--- config.mk ---
export PLATFORM = sky130hd
export DESIGN_NAME = ysyx_23060240_axi_arbiter_flat
export DESIGN_NICKNAME = d
export VERILOG_FILES = /design/src/rtl/ysyx_23060240_axi_pkg.sv /design/src/rtl/ysyx_23060240_axi_arbiter_if.sv /design/src/rtl/ysyx_23060240_arb_pick.sv /design/src/rtl/ysyx_23060240_axi_arbiter.sv /design/src/flat_wrapper.sv
export SDC_FILE = /design/constraint.sdc
export NUM_CORES = 1
export LEC_CHECK = 0
export ABC_AREA = 1
export CAP_MARGIN = 40
export CORE_AREA = 8 8 215 217
export DETAILED_ROUTE_END_ITERATION = 7
export DIE_AREA = 0 0 223 225
export GPL_TIMING_DRIVEN = 0
export PLACE_DENSITY_LB_ADDON = 0.2
export SYNTH_ARGS = -nofsm -noshare
export SYNTH_HDL_FRONTEND = slang
export SYNTH_SLANG_ARGS = --single-unit
--- constraint.sdc ---
create_clock -name clk -period 2.4 [get_ports clk]
set_input_delay 0.36 -clock clk [delete_from_list [all_inputs] [get_ports clk]]
set_output_delay 0.36 -clock clk [all_outputs]
set_load 0.05 [all_outputs]
--- src/rtl/ysyx_23060240_axi_pkg.sv ---
// ysyx_23060240_axi_pkg
// Shared definitions for the IFU/LSU AXI arbiter:
//   state_t     - arbiter FSM states (one transaction outstanding at a time)
//   ID_W        - AXI ID width used on every port
//   ID_IFU/LSU  - fixed transaction IDs tagged onto the memory-side port
//   LEN_SINGLE  - single-beat burst length
//   SIZE_WORD   - 4-byte beat size
//   BURST_INCR  - INCR burst type
//   RESP_*      - AXI response encodings
package ysyx_23060240_axi_pkg;

    typedef enum logic [1:0] {
        IDLE   = 2'd0,
        IFU_RD = 2'd1,
        LSU_RD = 2'd2,
        LSU_WR = 2'd3
    } state_t;

    localparam int              ID_W        = 4;
    localparam logic [ID_W-1:0] ID_IFU      = ID_W'(0);
    localparam logic [ID_W-1:0] ID_LSU      = ID_W'(1);
    localparam logic [7:0]      LEN_SINGLE  = 8'd0;
    localparam logic [2:0]      SIZE_WORD   = 3'b010;
    localparam logic [1:0]      BURST_INCR  = 2'b01;
    localparam logic [1:0]      RESP_OKAY   = 2'b00;
    localparam logic [1:0]      RESP_SLVERR = 2'b10;

endpackage

--- src/rtl/ysyx_23060240_axi_arbiter_if.sv ---
// ysyx_23060240_axi_arbiter_if
// Single-ID AXI4 bus bundle (ar, r, aw, w, b channels) used for the IFU,
// LSU and memory-side ports of the arbiter.
//   modport master : drives addresses/data/valids, receives readys/responses
//   modport slave  : the mirror image
// Parameters: ADDR_W address width, DATA_W data width.
interface ysyx_23060240_axi_arbiter_if
    import ysyx_23060240_axi_pkg::*;
#(
    parameter int ADDR_W = 32,
    parameter int DATA_W = 32
);
    // read address
    logic [ADDR_W-1:0]   araddr;
    logic [ID_W-1:0]     arid;
    logic [7:0]          arlen;
    logic [2:0]          arsize;
    logic [1:0]          arburst;
    logic                arvalid;
    logic                arready;
    // read data
    logic [DATA_W-1:0]   rdata;
    logic [1:0]          rresp;
    logic [ID_W-1:0]     rid;
    logic                rlast;
    logic                rvalid;
    logic                rready;
    // write address
    logic [ADDR_W-1:0]   awaddr;
    logic [ID_W-1:0]     awid;
    logic [7:0]          awlen;
    logic [2:0]          awsize;
    logic [1:0]          awburst;
    logic                awvalid;
    logic                awready;
    // write data
    logic [DATA_W-1:0]   wdata;
    logic [DATA_W/8-1:0] wstrb;
    logic                wlast;
    logic                wvalid;
    logic                wready;
    // write response
    logic [1:0]          bresp;
    logic [ID_W-1:0]     bid;
    logic                bvalid;
    logic                bready;

    modport master (
        output araddr, arid, arlen, arsize, arburst, arvalid,
        input  arready,
        input  rdata, rresp, rid, rlast, rvalid,
        output rready,
        output awaddr, awid, awlen, awsize, awburst, awvalid,
        input  awready,
        output wdata, wstrb, wlast, wvalid,
        input  wready,
        input  bresp, bid, bvalid,
        output bready
    );

    modport slave (
        input  araddr, arid, arlen, arsize, arburst, arvalid,
        output arready,
        output rdata, rresp, rid, rlast, rvalid,
        input  rready,
        input  awaddr, awid, awlen, awsize, awburst, awvalid,
        output awready,
        input  wdata, wstrb, wlast, wvalid,
        output wready,
        output bresp, bid, bvalid,
        input  bready
    );

endinterface

--- src/rtl/ysyx_23060240_arb_pick.sv ---
// ysyx_23060240_arb_pick
// Grant selector: from the live requests (and, when round robin is built in,
// the last-granted master) chooses the state the arbiter enters next.
// Ports:
//   ifu_ar     in  IFU read-address request
//   lsu_ar     in  LSU read-address request
//   lsu_aw     in  LSU write-address request
//   last_lsu   in  last grant went to the LSU (only with ARB_RR_EN)
//   next_state out state to enter on leaving IDLE (IDLE if nothing requested)
// Build option: ARB_RR_EN - alternate between IFU and LSU under contention;
// otherwise fixed priority lsu_aw > lsu_ar > ifu_ar.
module ysyx_23060240_arb_pick
    import ysyx_23060240_axi_pkg::*;
(
    input  logic   ifu_ar,
    input  logic   lsu_ar,
    input  logic   lsu_aw,
`ifdef ARB_RR_EN
    input  logic   last_lsu,
`endif
    output state_t next_state
);

    logic   lsu_req;
    state_t lsu_state;

    always_comb begin
        lsu_req    = lsu_ar | lsu_aw;
        // inside the LSU a pending write always beats a pending read
        lsu_state  = lsu_aw ? LSU_WR : LSU_RD;
        next_state = IDLE;
`ifdef ARB_RR_EN
        if (lsu_req && ifu_ar) begin
            next_state = last_lsu ? IFU_RD : lsu_state;
        end else if (lsu_req) begin
            next_state = lsu_state;
        end else if (ifu_ar) begin
            next_state = IFU_RD;
        end
`else
        if (lsu_req) begin
            next_state = lsu_state;
        end else if (ifu_ar) begin
            next_state = IFU_RD;
        end
`endif
    end

endmodule

--- src/rtl/ysyx_23060240_axi_arbiter.sv ---
// ysyx_23060240_axi_arbiter
// Shares one single-ID AXI4 memory port between the IFU (read only) and the
// LSU (read and write). Exactly one transaction is in flight; a grant is
// decided in IDLE and registered, so every grant costs one cycle.
// Ports:
//   clk, rst  clock, synchronous active-high reset
//   ifu       slave modport  - IFU ar/r channels (aw/w/b tied off)
//   lsu       slave modport  - LSU ar/r/aw/w/b channels
//   m         master modport - toward the memory slave
// Parameters: ADDR_W, DATA_W (must match the connected interfaces).
// Build option: ARB_RR_EN - round-robin IFU/LSU arbitration with a last-grant
// register; without it, fixed priority lsu aw > lsu ar > ifu ar.
module ysyx_23060240_axi_arbiter
    import ysyx_23060240_axi_pkg::*;
#(
    parameter int ADDR_W = 32,
    parameter int DATA_W = 32
) (
    input  logic                          clk,
    input  logic                          rst,
    ysyx_23060240_axi_arbiter_if.slave    ifu,
    ysyx_23060240_axi_arbiter_if.slave    lsu,
    ysyx_23060240_axi_arbiter_if.master   m
);

    state_t state_reg;
    state_t pick_state;
    // Address/data beats already accepted in the current transaction; they
    // stop a master that re-asserts valid early from issuing a second access.
    logic   ar_done_reg;
    logic   aw_done_reg;
    logic   w_done_reg;
`ifdef ARB_RR_EN
    logic   last_lsu_reg;
`endif

    logic              rd_ifu, rd_lsu, wr_lsu;
    logic              ar_valid, aw_valid, w_valid, r_ready, b_ready;
    logic [ADDR_W-1:0] ar_addr;
    logic [DATA_W-1:0] r_data;

    ysyx_23060240_arb_pick u_pick (
        .ifu_ar     (ifu.arvalid),
        .lsu_ar     (lsu.arvalid),
        .lsu_aw     (lsu.awvalid),
`ifdef ARB_RR_EN
        .last_lsu   (last_lsu_reg),
`endif
        .next_state (pick_state)
    );

    always_comb begin
        rd_ifu   = (state_reg == IFU_RD);
        rd_lsu   = (state_reg == LSU_RD);
        wr_lsu   = (state_reg == LSU_WR);
        ar_valid = ~ar_done_reg & ((rd_ifu & ifu.arvalid) | (rd_lsu & lsu.arvalid));
        ar_addr  = rd_ifu ? ifu.araddr : lsu.araddr;
        r_ready  = (rd_ifu & ifu.rready) | (rd_lsu & lsu.rready);
        aw_valid = wr_lsu & ~aw_done_reg & lsu.awvalid;
        w_valid  = wr_lsu & ~w_done_reg & lsu.wvalid;
        b_ready  = wr_lsu & lsu.bready;
        r_data   = m.rdata;
    end

    // memory-side port
    assign m.araddr  = ar_addr;
    assign m.arid    = rd_ifu ? ID_IFU : ID_LSU;
    assign m.arlen   = LEN_SINGLE;
    assign m.arsize  = SIZE_WORD;
    assign m.arburst = BURST_INCR;
    assign m.arvalid = ar_valid;
    assign m.rready  = r_ready;
    assign m.awaddr  = lsu.awaddr;
    assign m.awid    = ID_LSU;
    assign m.awlen   = LEN_SINGLE;
    assign m.awsize  = SIZE_WORD;
    assign m.awburst = BURST_INCR;
    assign m.awvalid = aw_valid;
    assign m.wdata   = lsu.wdata;
    assign m.wstrb   = lsu.wstrb;
    assign m.wlast   = 1'b1;
    assign m.wvalid  = w_valid;
    assign m.bready  = b_ready;

    // IFU side: read only, write channels permanently idle
    assign ifu.arready = rd_ifu & ~ar_done_reg & m.arready;
    assign ifu.rdata   = r_data;
    assign ifu.rresp   = m.rresp;
    assign ifu.rid     = m.rid;
    assign ifu.rlast   = m.rlast;
    assign ifu.rvalid  = rd_ifu & m.rvalid;
    assign ifu.awready = 1'b0;
    assign ifu.wready  = 1'b0;
    assign ifu.bresp   = RESP_OKAY;
    assign ifu.bid     = ID_IFU;
    assign ifu.bvalid  = 1'b0;

    // LSU side
    assign lsu.arready = rd_lsu & ~ar_done_reg & m.arready;
    assign lsu.rdata   = r_data;
    assign lsu.rresp   = m.rresp;
    assign lsu.rid     = m.rid;
    assign lsu.rlast   = m.rlast;
    assign lsu.rvalid  = rd_lsu & m.rvalid;
    assign lsu.awready = wr_lsu & ~aw_done_reg & m.awready;
    assign lsu.wready  = wr_lsu & ~w_done_reg & m.wready;
    assign lsu.bresp   = m.bresp;
    assign lsu.bid     = m.bid;
    assign lsu.bvalid  = wr_lsu & m.bvalid;

    always_ff @(posedge clk) begin
        if (rst) begin
            state_reg   <= IDLE;
            ar_done_reg <= 1'b0;
            aw_done_reg <= 1'b0;
            w_done_reg  <= 1'b0;
`ifdef ARB_RR_EN
            last_lsu_reg <= 1'b0;
`endif
        end else begin
            case (state_reg)
                IDLE: begin
                    state_reg   <= pick_state;
                    ar_done_reg <= 1'b0;
                    aw_done_reg <= 1'b0;
                    w_done_reg  <= 1'b0;
`ifdef ARB_RR_EN
                    if (pick_state != IDLE) begin
                        last_lsu_reg <= (pick_state != IFU_RD);
                    end
`endif
                end
                IFU_RD, LSU_RD: begin
                    if (ar_valid && m.arready) begin
                        ar_done_reg <= 1'b1;
                    end
                    // error responses end the transaction just like OKAY
                    if (m.rvalid && r_ready) begin
                        state_reg <= IDLE;
                    end
                end
                LSU_WR: begin
                    if (aw_valid && m.awready) begin
                        aw_done_reg <= 1'b1;
                    end
                    if (w_valid && m.wready) begin
                        w_done_reg <= 1'b1;
                    end
                    if (m.bvalid && b_ready) begin
                        state_reg <= IDLE;
                    end
                end
                default: state_reg <= IDLE;
            endcase
        end
    end

endmodule

--- src/flat_wrapper.sv ---
// flat-port wrapper written by rule: the top's interface ports become plain ports
module ysyx_23060240_axi_arbiter_flat import ysyx_23060240_axi_pkg::*;
#(
    parameter int ADDR_W = 32,
    parameter int DATA_W = 32
)
  (clk, rst, ifu_araddr, ifu_arid, ifu_arlen, ifu_arsize, ifu_arburst, ifu_arvalid, ifu_arready, ifu_rdata, ifu_rresp, ifu_rid, ifu_rlast, ifu_rvalid, ifu_rready, ifu_awaddr, ifu_awid, ifu_awlen, ifu_awsize, ifu_awburst, ifu_awvalid, ifu_awready, ifu_wdata, ifu_wstrb, ifu_wlast, ifu_wvalid, ifu_wready, ifu_bresp, ifu_bid, ifu_bvalid, ifu_bready, lsu_araddr, lsu_arid, lsu_arlen, lsu_arsize, lsu_arburst, lsu_arvalid, lsu_arready, lsu_rdata, lsu_rresp, lsu_rid, lsu_rlast, lsu_rvalid, lsu_rready, lsu_awaddr, lsu_awid, lsu_awlen, lsu_awsize, lsu_awburst, lsu_awvalid, lsu_awready, lsu_wdata, lsu_wstrb, lsu_wlast, lsu_wvalid, lsu_wready, lsu_bresp, lsu_bid, lsu_bvalid, lsu_bready, m_araddr, m_arid, m_arlen, m_arsize, m_arburst, m_arvalid, m_arready, m_rdata, m_rresp, m_rid, m_rlast, m_rvalid, m_rready, m_awaddr, m_awid, m_awlen, m_awsize, m_awburst, m_awvalid, m_awready, m_wdata, m_wstrb, m_wlast, m_wvalid, m_wready, m_bresp, m_bid, m_bvalid, m_bready);
  ysyx_23060240_axi_arbiter_if #(.ADDR_W(ADDR_W), .DATA_W(DATA_W)) ifu_i ();
  ysyx_23060240_axi_arbiter_if #(.ADDR_W(ADDR_W), .DATA_W(DATA_W)) lsu_i ();
  ysyx_23060240_axi_arbiter_if #(.ADDR_W(ADDR_W), .DATA_W(DATA_W)) m_i ();
  input  logic clk;
  input  logic rst;
  input wire logic [$bits(ifu_i.araddr)-1:0] ifu_araddr;
  input wire logic [$bits(ifu_i.arid)-1:0] ifu_arid;
  input wire logic [$bits(ifu_i.arlen)-1:0] ifu_arlen;
  input wire logic [$bits(ifu_i.arsize)-1:0] ifu_arsize;
  input wire logic [$bits(ifu_i.arburst)-1:0] ifu_arburst;
  input wire logic [$bits(ifu_i.arvalid)-1:0] ifu_arvalid;
  output wire logic [$bits(ifu_i.arready)-1:0] ifu_arready;
  output wire logic [$bits(ifu_i.rdata)-1:0] ifu_rdata;
  output wire logic [$bits(ifu_i.rresp)-1:0] ifu_rresp;
  output wire logic [$bits(ifu_i.rid)-1:0] ifu_rid;
  output wire logic [$bits(ifu_i.rlast)-1:0] ifu_rlast;
  output wire logic [$bits(ifu_i.rvalid)-1:0] ifu_rvalid;
  input wire logic [$bits(ifu_i.rready)-1:0] ifu_rready;
  input wire logic [$bits(ifu_i.awaddr)-1:0] ifu_awaddr;
  input wire logic [$bits(ifu_i.awid)-1:0] ifu_awid;
  input wire logic [$bits(ifu_i.awlen)-1:0] ifu_awlen;
  input wire logic [$bits(ifu_i.awsize)-1:0] ifu_awsize;
  input wire logic [$bits(ifu_i.awburst)-1:0] ifu_awburst;
  input wire logic [$bits(ifu_i.awvalid)-1:0] ifu_awvalid;
  output wire logic [$bits(ifu_i.awready)-1:0] ifu_awready;
  input wire logic [$bits(ifu_i.wdata)-1:0] ifu_wdata;
  input wire logic [$bits(ifu_i.wstrb)-1:0] ifu_wstrb;
  input wire logic [$bits(ifu_i.wlast)-1:0] ifu_wlast;
  input wire logic [$bits(ifu_i.wvalid)-1:0] ifu_wvalid;
  output wire logic [$bits(ifu_i.wready)-1:0] ifu_wready;
  output wire logic [$bits(ifu_i.bresp)-1:0] ifu_bresp;
  output wire logic [$bits(ifu_i.bid)-1:0] ifu_bid;
  output wire logic [$bits(ifu_i.bvalid)-1:0] ifu_bvalid;
  input wire logic [$bits(ifu_i.bready)-1:0] ifu_bready;
  input wire logic [$bits(lsu_i.araddr)-1:0] lsu_araddr;
  input wire logic [$bits(lsu_i.arid)-1:0] lsu_arid;
  input wire logic [$bits(lsu_i.arlen)-1:0] lsu_arlen;
  input wire logic [$bits(lsu_i.arsize)-1:0] lsu_arsize;
  input wire logic [$bits(lsu_i.arburst)-1:0] lsu_arburst;
  input wire logic [$bits(lsu_i.arvalid)-1:0] lsu_arvalid;
  output wire logic [$bits(lsu_i.arready)-1:0] lsu_arready;
  output wire logic [$bits(lsu_i.rdata)-1:0] lsu_rdata;
  output wire logic [$bits(lsu_i.rresp)-1:0] lsu_rresp;
  output wire logic [$bits(lsu_i.rid)-1:0] lsu_rid;
  output wire logic [$bits(lsu_i.rlast)-1:0] lsu_rlast;
  output wire logic [$bits(lsu_i.rvalid)-1:0] lsu_rvalid;
  input wire logic [$bits(lsu_i.rready)-1:0] lsu_rready;
  input wire logic [$bits(lsu_i.awaddr)-1:0] lsu_awaddr;
  input wire logic [$bits(lsu_i.awid)-1:0] lsu_awid;
  input wire logic [$bits(lsu_i.awlen)-1:0] lsu_awlen;
  input wire logic [$bits(lsu_i.awsize)-1:0] lsu_awsize;
  input wire logic [$bits(lsu_i.awburst)-1:0] lsu_awburst;
  input wire logic [$bits(lsu_i.awvalid)-1:0] lsu_awvalid;
  output wire logic [$bits(lsu_i.awready)-1:0] lsu_awready;
  input wire logic [$bits(lsu_i.wdata)-1:0] lsu_wdata;
  input wire logic [$bits(lsu_i.wstrb)-1:0] lsu_wstrb;
  input wire logic [$bits(lsu_i.wlast)-1:0] lsu_wlast;
  input wire logic [$bits(lsu_i.wvalid)-1:0] lsu_wvalid;
  output wire logic [$bits(lsu_i.wready)-1:0] lsu_wready;
  output wire logic [$bits(lsu_i.bresp)-1:0] lsu_bresp;
  output wire logic [$bits(lsu_i.bid)-1:0] lsu_bid;
  output wire logic [$bits(lsu_i.bvalid)-1:0] lsu_bvalid;
  input wire logic [$bits(lsu_i.bready)-1:0] lsu_bready;
  output wire logic [$bits(m_i.araddr)-1:0] m_araddr;
  output wire logic [$bits(m_i.arid)-1:0] m_arid;
  output wire logic [$bits(m_i.arlen)-1:0] m_arlen;
  output wire logic [$bits(m_i.arsize)-1:0] m_arsize;
  output wire logic [$bits(m_i.arburst)-1:0] m_arburst;
  output wire logic [$bits(m_i.arvalid)-1:0] m_arvalid;
  input wire logic [$bits(m_i.arready)-1:0] m_arready;
  input wire logic [$bits(m_i.rdata)-1:0] m_rdata;
  input wire logic [$bits(m_i.rresp)-1:0] m_rresp;
  input wire logic [$bits(m_i.rid)-1:0] m_rid;
  input wire logic [$bits(m_i.rlast)-1:0] m_rlast;
  input wire logic [$bits(m_i.rvalid)-1:0] m_rvalid;
  output wire logic [$bits(m_i.rready)-1:0] m_rready;
  output wire logic [$bits(m_i.awaddr)-1:0] m_awaddr;
  output wire logic [$bits(m_i.awid)-1:0] m_awid;
  output wire logic [$bits(m_i.awlen)-1:0] m_awlen;
  output wire logic [$bits(m_i.awsize)-1:0] m_awsize;
  output wire logic [$bits(m_i.awburst)-1:0] m_awburst;
  output wire logic [$bits(m_i.awvalid)-1:0] m_awvalid;
  input wire logic [$bits(m_i.awready)-1:0] m_awready;
  output wire logic [$bits(m_i.wdata)-1:0] m_wdata;
  output wire logic [$bits(m_i.wstrb)-1:0] m_wstrb;
  output wire logic [$bits(m_i.wlast)-1:0] m_wlast;
  output wire logic [$bits(m_i.wvalid)-1:0] m_wvalid;
  input wire logic [$bits(m_i.wready)-1:0] m_wready;
  input wire logic [$bits(m_i.bresp)-1:0] m_bresp;
  input wire logic [$bits(m_i.bid)-1:0] m_bid;
  input wire logic [$bits(m_i.bvalid)-1:0] m_bvalid;
  output wire logic [$bits(m_i.bready)-1:0] m_bready;
  assign ifu_i.araddr = ifu_araddr;
  assign ifu_i.arid = ifu_arid;
  assign ifu_i.arlen = ifu_arlen;
  assign ifu_i.arsize = ifu_arsize;
  assign ifu_i.arburst = ifu_arburst;
  assign ifu_i.arvalid = ifu_arvalid;
  assign ifu_arready = ifu_i.arready;
  assign ifu_rdata = ifu_i.rdata;
  assign ifu_rresp = ifu_i.rresp;
  assign ifu_rid = ifu_i.rid;
  assign ifu_rlast = ifu_i.rlast;
  assign ifu_rvalid = ifu_i.rvalid;
  assign ifu_i.rready = ifu_rready;
  assign ifu_i.awaddr = ifu_awaddr;
  assign ifu_i.awid = ifu_awid;
  assign ifu_i.awlen = ifu_awlen;
  assign ifu_i.awsize = ifu_awsize;
  assign ifu_i.awburst = ifu_awburst;
  assign ifu_i.awvalid = ifu_awvalid;
  assign ifu_awready = ifu_i.awready;
  assign ifu_i.wdata = ifu_wdata;
  assign ifu_i.wstrb = ifu_wstrb;
  assign ifu_i.wlast = ifu_wlast;
  assign ifu_i.wvalid = ifu_wvalid;
  assign ifu_wready = ifu_i.wready;
  assign ifu_bresp = ifu_i.bresp;
  assign ifu_bid = ifu_i.bid;
  assign ifu_bvalid = ifu_i.bvalid;
  assign ifu_i.bready = ifu_bready;
  assign lsu_i.araddr = lsu_araddr;
  assign lsu_i.arid = lsu_arid;
  assign lsu_i.arlen = lsu_arlen;
  assign lsu_i.arsize = lsu_arsize;
  assign lsu_i.arburst = lsu_arburst;
  assign lsu_i.arvalid = lsu_arvalid;
  assign lsu_arready = lsu_i.arready;
  assign lsu_rdata = lsu_i.rdata;
  assign lsu_rresp = lsu_i.rresp;
  assign lsu_rid = lsu_i.rid;
  assign lsu_rlast = lsu_i.rlast;
  assign lsu_rvalid = lsu_i.rvalid;
  assign lsu_i.rready = lsu_rready;
  assign lsu_i.awaddr = lsu_awaddr;
  assign lsu_i.awid = lsu_awid;
  assign lsu_i.awlen = lsu_awlen;
  assign lsu_i.awsize = lsu_awsize;
  assign lsu_i.awburst = lsu_awburst;
  assign lsu_i.awvalid = lsu_awvalid;
  assign lsu_awready = lsu_i.awready;
  assign lsu_i.wdata = lsu_wdata;
  assign lsu_i.wstrb = lsu_wstrb;
  assign lsu_i.wlast = lsu_wlast;
  assign lsu_i.wvalid = lsu_wvalid;
  assign lsu_wready = lsu_i.wready;
  assign lsu_bresp = lsu_i.bresp;
  assign lsu_bid = lsu_i.bid;
  assign lsu_bvalid = lsu_i.bvalid;
  assign lsu_i.bready = lsu_bready;
  assign m_araddr = m_i.araddr;
  assign m_arid = m_i.arid;
  assign m_arlen = m_i.arlen;
  assign m_arsize = m_i.arsize;
  assign m_arburst = m_i.arburst;
  assign m_arvalid = m_i.arvalid;
  assign m_i.arready = m_arready;
  assign m_i.rdata = m_rdata;
  assign m_i.rresp = m_rresp;
  assign m_i.rid = m_rid;
  assign m_i.rlast = m_rlast;
  assign m_i.rvalid = m_rvalid;
  assign m_rready = m_i.rready;
  assign m_awaddr = m_i.awaddr;
  assign m_awid = m_i.awid;
  assign m_awlen = m_i.awlen;
  assign m_awsize = m_i.awsize;
  assign m_awburst = m_i.awburst;
  assign m_awvalid = m_i.awvalid;
  assign m_i.awready = m_awready;
  assign m_wdata = m_i.wdata;
  assign m_wstrb = m_i.wstrb;
  assign m_wlast = m_i.wlast;
  assign m_wvalid = m_i.wvalid;
  assign m_i.wready = m_wready;
  assign m_i.bresp = m_bresp;
  assign m_i.bid = m_bid;
  assign m_i.bvalid = m_bvalid;
  assign m_bready = m_i.bready;
  ysyx_23060240_axi_arbiter #(.ADDR_W(ADDR_W), .DATA_W(DATA_W)) u_core (.clk(clk), .rst(rst), .ifu(ifu_i), .lsu(lsu_i), .m(m_i));
endmodule
==> impl_metrics.csv <==
group,metric,value,unit
routing,via_count,3005,
die,die_w,223,um
sta,fin_ws,0.143,ns
sta,fin_skew,0.000295,ns
grt,grt_pass1_vias,3263,
synth,yosys_warnings,0,
cts,cts-buffers-inserted,3,
final_layout,drive_gt1_frac,0.369,
grt,grt_usage,0.0634,
grt,grt_start_max_net_pins,11,
synth,synth_seq_cells,5,
cts,clk_pin_slew,0.03,ns
final_layout,area_delta_synth_final,151,%
grt,antenna_found_initial,1,
die,die_h,225,um
synth,yosys-top-cells-count,"buf_4, nand2_1, inv_1",
routing,dr.pass1.iters,4,
synth,synth_area,2330,um2
pwr,pwr-share-seq,0.032,
pwr,p_comb_frac,0.898,
grt,gr-total-overflow,0,
die,num_io_pins,572,
synth,muxShareOfSynthArea,0,
synth,avgSynthCellArea,6.35,um2
worst_hold_path,whs_path_depth,2,
final_layout,nets,1024,
final_layout,n_antenna_cell,0,
synth,synth-edff-count,0,
synth,yosys.area_share.xor_xnor,0,
synth,yosysTopAreaCell,"buf_4",
cts,cts_tree,"done",
cts,clockRootBuffer,"clkbuf_16",
synth,synth_top_family_by_area,"buffers and inverters",
critical_path,ff2ff_setup_slack,1.01,ns
critical_path,r2r-end,"u_core.state_reg[1]",
place,io_buffer_count,274,
sta,slew_viol_final,0,
worst_hold_path,worstHoldEndpoint,"u_core.w_done_reg",
synth,synth_area_leaders,"buf_4, nand2_1, dfxtp_1",
sta,finalSetupTns,0,ns
sta,setup_viol,0,
pwr,vdd_drop_max,371,uV
sta,max-slew-margin-rel,0.549,
routing,drt_iter0_drc,46,
routing,drc,0,
final_layout,fill_cells,4915,
cts,cts_buffer_depth,2,
final_layout,multiInputGateArea,825,um2
synth,synth_cell_types,21,
final_layout,largest_reg_flops,2,
critical_path,worstSetupPathType,"reg -> out",
pwr,p_sw,2.52,mW
place,dp_worst_setup_slack,-0.327,ns
cts,postCtsHoldBufs,0,
worst_hold_path,hp-class,"reg -> reg",
cts,cts_setup_buffers,0,
synth,synth_adder_area_share,0.0268,
sta,fin_crit,2.26,ns
die,initial_utilization,0.0546,
critical_path,r2r_start,"u_core.state_reg[0]",
synth,yosysSeqAreaShare,0.0429,
cts,cts_max_level,1,
pwr,power_leakage,2.84,nW
routing,final_antenna_net_count,0,
pwr,powerDensity,657,nW/um2
critical_path,r2r_cells,8,
critical_path,endpoint_kind,"primary output",
critical_path,cp.arrival,1.90,ns
pwr,intPower,1.32,mW
sta,rsz0062_at_grt,"no",
sta,max_freq,0.443,GHz
die,fp-row-count,76,
synth,synth.top_cell.area_share,0.631,
synth,synthSimpleGateAreaFrac,0.237,
critical_path,startpoint_type,"register",
worst_hold_path,worstHoldStart,"u_core.w_done_reg",
sta,hold_viol,0,
synth,synth.most_common_cell,"buf_4",
die,coreArea,42700,um2
final_layout,layout.cells.non_filler,1232,
sta,worst_pin_slew,0.674,ns
grt,grt_pass1_wl,23.3,mm
routing,avgRoutedWirePerCell,14.3,um
outcome,outcome,"complete, no violations",
critical_path,crit_required,2.04,ns
synth,async_flop_share,0,
synth,synth_compound_area_frac,0.0204,
place,place_congestion,0.754,
cts,clock_latency,0.22,ns
synth,synthesis.instances,367,
sta,finalCritPeriodShare,0.941,
die,fp.dieArea,50200,um2
pwr,p_clk_frac,0.070,
place,dp_hpwl,16.9,mm
final_layout,regArea,100,um2
synth,synth-main-ff-cell,"dfxtp_1",
critical_path,startpoint,"u_core.state_reg[1]",
critical_path,crit_fanout,10,
pwr,swShare,0.657,
routing,vias_per_cell,2.44,
cts,clock-sinks,5,
job,maxCapViolations,0,
place,dp_cells,1228,
routing,drt-total-wl,17.6,mm
[routing by layer]
layer	GRT usage	up-vias	share of wire
li1	-	1499	-
met1	0.0661	1246	0.36
met2	0.111	254	0.47
met3	0.0406	4	0.16
met4	0.00382	2	0.0026
met5	0	-	0.00074
[critical path, stage by stage (launching register included)]
cell and delay (ns):
dfxtp_1 0.37, inv_1 0.10, ha_1 0.19, buf_6 0.15, inv_2 0.14, buf_4 0.22, nand2_1 0.07, nand2_1 0.06
clkdlybuf4s15_2 0.37
[power groups by stage]
stage          Combinational, mW  Clock, mW  Sequential, mW
2_1_floorplan               2.42          0           0.118
3_3_place_gp                3.79          0           0.124
3_5_place_dp                3.74          0           0.124
4_1_cts                     3.63      0.277           0.123
5_1_grt                     3.71      0.287           0.128
6_report                    3.45      0.269           0.122
[logic make-up (layout without fill, tap and decap cells)]
kind of cell,Yosys count,count (layout)
buffers and inverters,216,494
and+or+nand+nor,131,131
AOI/OAI and AO/OA,8,8
adders and majority gates,5,5
DFF,5,5
other,2,43
[cell usage in the layout (no fill, tap or decap)]
| cell type | count |
|---|---|
| clkdlybuf4s50_1 | 231 |
| buf_4 | 197 |
| nand2_1 | 114 |
| conb_1 | 43 |
| buf_2 | 28 |
| inv_1 | 11 |
| ha_1 | 5 |
| clkbuf_2 | 5 |
| dfxtp_1 | 5 |
| nand2_4 | 4 |
| nor2_1 | 4 |
| a21oi_1 | 4 |
| dlygate4sd2_1 | 4 |
| inv_2 | 3 |
| nand3_1 | 3 |
| clkbuf_16 | 3 |
| dlymetal6s2s_1 | 3 |
| clkbuf_4 | 2 |
| and3_2 | 2 |
| o21ai_0 | 2 |
| clkdlybuf4s15_2 | 2 |
| clkdlybuf4s18_2 | 2 |
| buf_6 | 1 |
| nor3_4 | 1 |
| o21ai_2 | 1 |
| nor3_1 | 1 |
| nor3b_1 | 1 |
| nand2_2 | 1 |
| a21oi_2 | 1 |
| clkbuf_1 | 1 |
| clkdlybuf4s15_1 | 1 |
[cell type report]
cell class | count | area share
timing repair buffer | 274 | 0.444
buffer | 202 | 0.259
multi-input combinational | 187 | 0.141
tap | 546 | 0.117
sequential | 5 | 0.0171
clock buffer | 4 | 0.0135
inverter | 14 | 0.00899
[worst max path at each step]
stage / end / slack [ns] / cells past startpoint
floorplan: lsu_awready / 0.22 / 3
global placement: m_araddr[26] / -0.36 / 8
detailed placement: m_araddr[26] / -0.33 / 8
CTS: m_araddr[5] / 0.003 / 8
global route: m_araddr[23] / 0.002 / 8
finish: m_araddr[2] / 0.14 / 8
[per-stage QoR]
step                      cell area (um2)  hold slack (ns)  utilization  power (mW)
after CTS                            5960            0.473        0.140        4.03
final                                5850            0.473        0.137        3.84
after floorplan                      2480            0.422            -        2.54
after global routing                 5850            0.517        0.137        4.12
after detailed placement             5910            0.468        0.138        3.86
after global placement               5910            0.454        0.138        3.91
[what timing repair did]
item                                    in CTS  in global routing
endpoints found under the hold margin        0                  0
resized for setup                          119                 54
endpoints found under the setup margin      40                 30
gates cloned                                 0                  0
Note: power is estimated with default switching activity, not from simulation.
==> RTL edit 1, RTL diff (same flow settings) <==
The package constant `ID_W` goes from 4 to 6.
--- a/src/rtl/ysyx_23060240_axi_pkg.sv
+++ b/src/rtl/ysyx_23060240_axi_pkg.sv
@@ -17,5 +17,5 @@
     } state_t;
 
-    localparam int              ID_W        = 4;
+    localparam int              ID_W        = 6;
     localparam logic [ID_W-1:0] ID_IFU      = ID_W'(0);
     localparam logic [ID_W-1:0] ID_LSU      = ID_W'(1);
Interface: changed (12 resized); port bits go from 572 to 596. The function was not compared with the original's and may differ.
==> RTL edit 1 against the unedited design <==
Largest cell class unchanged; via count rose by 2.6%; global-route usage is 0.18 points higher; synthesized area is 3.9% higher; sequential cell count stayed put; critical path depth did not move; synthesized cell count up 3.3%; die area is the same; non-clock buffer count increased by 18; count of clock-buffer cells in the layout unchanged; worst setup slack got worse by 19 ps; power rose by 4.5%; design area rose by 3.5%; clock skew up 0.78 ps; routed wire length grew 3.8%.
==> RTL edit 1: results (changes against the unedited design) <==
antenna cells: 0 (unchanged)
crit-path max FO: 10 (unchanged)
top cells by area, synth: buf_4 64%, nand2_1 18%, dfxtp_1 4.1%
number of antenna violations at the first check in global routing: 0 (-1)
Worst path max stage delay: 380 ps
largest net degree at the start of global routing: 11 (unchanged)
Layout Nets: 1060 (+3.5%)
I/O Buffers: 280 (+2.2%)
r2r worst-path depth: 8 (unchanged)
Hold Startpoint: u_core.w_done_reg$_SDFFE_PP0P_
drt total wl: 18300 µm (+3.8%)
reg-to-reg setup timing slack: 1020 ps
fin crit share: 94.8% (+0.80 points)
crit path to: m_araddr[2]
clk_lat worst skew: 230 ps
VDD IR-drop max: 0.398 mV (+7.2%)
Post-CTS Setup Bufs: 0 (unchanged)
Leak Pwr: 2.95 nW (+3.9%)
CTS HTree Levels: 1 (unchanged)
Placed Cells: 1252 (+2.0%)
vias in the first global route: 3251 (-0.37%)
initial drt markers: 51 (+11%)
CTS clk-pin slew, worst paths: 30 ps (about the same)
clk buf depth: 2 (unchanged)
CP startpoint: u_core.state_reg[1]$_SDFFE_PP0P_
GRT Util Overall: 6.52% (+0.18 points)
Critical Path Slowest Stage Cell: dfxtp_1
outcome: finished clean
Synth top cells by count: 208 x buf_4, 114 x nand2_1, 11 x inv_1
HPWL after detailed placement: 17400 µm (+2.8%)
reg2reg end: u_core.state_reg[1]$_SDFFE_PP0P_
Root Buffer: clkbuf_16
WP data arrival: 1920 ps (+20 ps)
ys flop type: dfxtp_1
Layout Skew: 1.08 ps (+0.780 ps)
sequential area share after synthesis: 4.13% (-0.16 points)
Post-Place Setup Slack: -400 ps (-73.5 ps)
First-pass DRT Iterations: 4 (unchanged)
Ys Warns: 0 (unchanged)
Reg-to-Reg Start: u_core.state_reg[0]$_SDFFE_PP0P_
DR vias: 3082 (+2.6%)
worst min-delay path class: reg -> reg
Worst Tran Pin Value: 667 ps (-6.44 ps)
Largest register FFs: 2 (unchanged)
fraction of layout cells with a size suffix above 1: 36.9% (about the same)
Yosys cell types: 21 (unchanged)
routability cong.: 0.784 (+4.0%)
total CTS buffers: 3 (unchanged)
wire length per cell: 14.6 µm (+1.8%)
average size of a mapped cell: 6.39 µm² (+0.58%)
async set-reset flop share out of synthesis: 0% (unchanged)
first-pass GRT wire length: 23900 µm (+2.8%)
RTL edit 1: cell count changes after synthesis:
cell,unedited run,this run
buf_4,196,208
RTL edit 1: area by class of cell:
type	count	area (µm²)
Inverter	14	52.6
Fill cell	4903	36600
Multi-Input combinational cell	193	847
Sequential cell	5	100
Buffer	214	1600
Timing Repair Buffer	280	2690
Clock buffer	4	78.8
Tap cell	546	683
RTL edit 1: how the worst min path moves through the flow:
stage,endpoint,slack (ps),cells past startpoint
floorplan,u_core.aw_done_reg$_SDFFE_PP0P_,420,1
global placement,u_core.w_done_reg$_SDFFE_PP0P_,460,2
detailed placement,u_core.w_done_reg$_SDFFE_PP0P_,460,2
CTS,u_core.w_done_reg$_SDFFE_PP0P_,470,2
global route,u_core.w_done_reg$_SDFFE_PP0P_,500,2
finish,u_core.w_done_reg$_SDFFE_PP0P_,470,2
RTL edit 1: metrics by stage:
step / cell area [µm²] / hold WS [ps] / power, mW
after floorplan: 2600 / 422 / 2.60
after global placement: 6080 / 459 / 4.03
after detailed placement: 6080 / 460 / 3.99
after CTS: 6100 / 466 / 4.16
after global routing: 6050 / 500 / 4.29
final: 6050 / 467 / 4.01
RTL edit 1: worst max-delay path, delay by kind of cell (launching register included):
kind | cells | cell delay [ps]
buf+inv | 5 | 990
flops | 1 | 380
fa+ha+maj | 1 | 190
simple gates | 2 | 110
RTL edit 1: cell families (layout without fill, tap and decap cells):
| logic type | after synthesis | after routing | share of synthesized area, % |
|---|---|---|---|
| simple gates | 131 | 131 | 22.8 |
| other cells | 2 | 49 | 0.310 |
| flops | 5 | 5 | 4.13 |
| fa+ha+maj | 5 | 5 | 2.58 |
| buf+inv | 228 | 512 | 68.2 |
| compound gates | 8 | 8 | 1.96 |
RTL edit 1: timing repair:
item                                    CTS  global route
endpoints found under the setup margin   41            29
gates resized for setup                 137            46
cloned                                    0             0
hold endpoints to repair                  0             0
RTL edit 1: layer usage:
metal | part of all wire, % | up-vias | wire (µm) | global-route usage, %
li1 | - | 1540 | - | -
met1 | 37 | 1270 | 6790 | 7.12
met2 | 47 | 270 | 8690 | 11.2
met3 | 15 | 2 | 2750 | 3.72
met4 | 0.36 | 0 | 65 | 0.765
met5 | 0 | - | 0 | 0
RTL edit 1: power breakdown:
group / switching (mW) / leakage (nW) / total (mW) / internal, mW
Sequential: 0.0198 / 0.0408 / 0.123 / 0.103
Clock: 0.0579 / 0.0382 / 0.278 / 0.221
Combinational: 2.56 / 2.87 / 3.61 / 1.06
==> RTL edit 2, RTL diff (same flow settings) <==
Made on the original files. Reset style: asynchronous (`rst`), changed in one clocked block. Comments in the files are not updated.
--- a/src/rtl/ysyx_23060240_axi_arbiter.sv
+++ b/src/rtl/ysyx_23060240_axi_arbiter.sv
@@ -109,5 +109,5 @@
     assign lsu.bvalid  = wr_lsu & m.bvalid;
 
-    always_ff @(posedge clk) begin
+    always_ff @(posedge clk or posedge rst) begin
         if (rst) begin
             state_reg   <= IDLE;
Function: differs if rst is asserted again (counterexample within 4 cycles, from zero or initial values and one cycle with rst high); with rst held inactive, the same outputs for 10 cycles.
==> RTL edit 2 against the unedited design <==
Design area rose by 0.66%; routed wire length is 0.68% lower; largest power group unchanged; die area unchanged; worst setup slack gained 13 ps; count of clock-buffer cells in the layout did not move; synthesized area decreased by 0.11%; power shrank 3.8%; sequential cell count unchanged.
==> RTL edit 2: results (changes against the unedited design) <==
Root Buffer: clkbuf_16
Adder-Cell Fraction of Synth Area: 2.69% (+0.0029 points)
sequential area share after synthesis: 5.37% (+1.1 points)
DR vias: 2980 (-0.83%)
drt total wl: 17500 µm (-0.68%)
Post-Place Setup Slack: -379 ps (-52.2 ps)
ys flop type: dfrtp_1
vias in the first global route: 3197 (-2.0%)
Fillers: 4935 (+0.41%)
top cells by area, synth: buf_4 64%, nand2_1 18%, dfrtp_1 5.4%
VDD IR-drop max: 0.279 mV (-25%)
HPWL after detailed placement: 16600 µm (-1.4%)
wire length on met1: 6650 µm (+4.5%)
Yosys cell types: 18 (-14%)
Synth top cells by count: 198 x buf_4, 113 x nand2_1, 18 x inv_1, 5 x dfrtp_1, 5 x ha_1
number of antenna violations at the first check in global routing: 0 (-1)
switch share: 64.7% (-1.0 points)
DP Area: 5910 µm² (about the same)
grt peak-use layer: met2
total CTS buffers: 3 (unchanged)
initial drt markers: 54 (+17%)
routability cong.: 0.758 (+0.61%)
Slew headroom: 58.9% (+3.9 points)
clk buf depth: 2 (unchanged)
max layer used: met4
worst min-delay path class: in -> async
Ys Warns: 0 (unchanged)
crit-path max FO: 10 (unchanged)
Layout Skew: 4.66 ps (+4.37 ps)
WP data arrival: 1880 ps (-20 ps)
Synth Area in Compound Gates: 1.29% (-0.75 points)
largest net degree at the start of global routing: 11 (unchanged)
first-pass GRT wire length: 23100 µm (-0.74%)
routed wl met2: 8570 µm (+2.8%)
First-pass DRT Iterations: 4 (unchanged)
cell count after synthesis: 368 (+0.27%)
final count of hold timing violations: 0 (unchanged)
clk_lat worst skew: 230 ps
Layout Nets: 1025 (+0.098%)
fraction of layout cells with a size suffix above 1: 36.1% (-0.78 points)
met1 Resource Use GR: 6.75% (+0.14 points)
Leak Pwr: 2.89 nW (+2.0%)
Non-Filler Instances: 1233 (+0.081%)
met3 routed WL: 2230 µm (-22%)
async set-reset flop share out of synthesis: 100% (+100 points)
M3 GR Usage: 3.04% (-1.0 points)
GRT Util Overall: 6.30% (-0.043 points)
CTS HTree Levels: 1 (unchanged)
outcome: finished clean
met2 usage: 11.5% (+0.35 points)
[RTL edit 2: final cells by class]
cell class	count	area [µm²]	share of cell area (%)
Buffer	202	1510	25.7
Tap cell	546	683	11.6
Inverter	19	73.8	1.25
Multi-Input combinational cell	183	773	13.1
Timing Repair Buffer	274	2640	44.8
Sequential cell	5	125	2.13
Clock buffer	4	78.8	1.34
[RTL edit 2: final timing paths]
check	start	endpoint	slack [ps]	cells after the start
setup / recovery	u_core.state_reg[1]$_DFFE_PP0P_	m_araddr[26]	160	8
hold / removal	rst	u_core.state_reg[1]$_DFFE_PP0P_	370	2
setup reg to reg	u_core.state_reg[0]$_DFFE_PP0P_	u_core.state_reg[0]$_DFFE_PP0P_	950	9
hold reg to reg	u_core.state_reg[0]$_DFFE_PP0P_	u_core.state_reg[0]$_DFFE_PP0P_	540	2
max in group asynchronous	rst	u_core.aw_done_reg$_DFFE_PP0P_	1810	2
min in group clk	u_core.state_reg[0]$_DFFE_PP0P_	u_core.state_reg[0]$_DFFE_PP0P_	540	2
[RTL edit 2: what timing repair did]
| item | 4_1_cts | 5_1_grt |
|---|---|---|
| pin swaps | 0 | 0 |
| resized for setup | 161 | 15 |
| setup endpoints to repair | 42 | 34 |
[RTL edit 2: power by group through the flow]
stage	combinational (mW)	clock, mW	sequential (mW)
2_1_floorplan	2.26	0	0.130
3_3_place_gp	3.54	0	0.139
3_5_place_dp	3.51	0	0.138
4_1_cts	3.38	0.290	0.137
5_1_grt	3.51	0.296	0.141
6_report	3.28	0.281	0.136
[RTL edit 2: critical path, stage by stage (launching register included)]
cell	delay [ps]
dfrtp_1	400
inv_1	100
ha_1	190
buf_6	160
inv_4	120
buf_4	180
nand2_1	60
nand2_1	60
clkdlybuf4s18_2	370
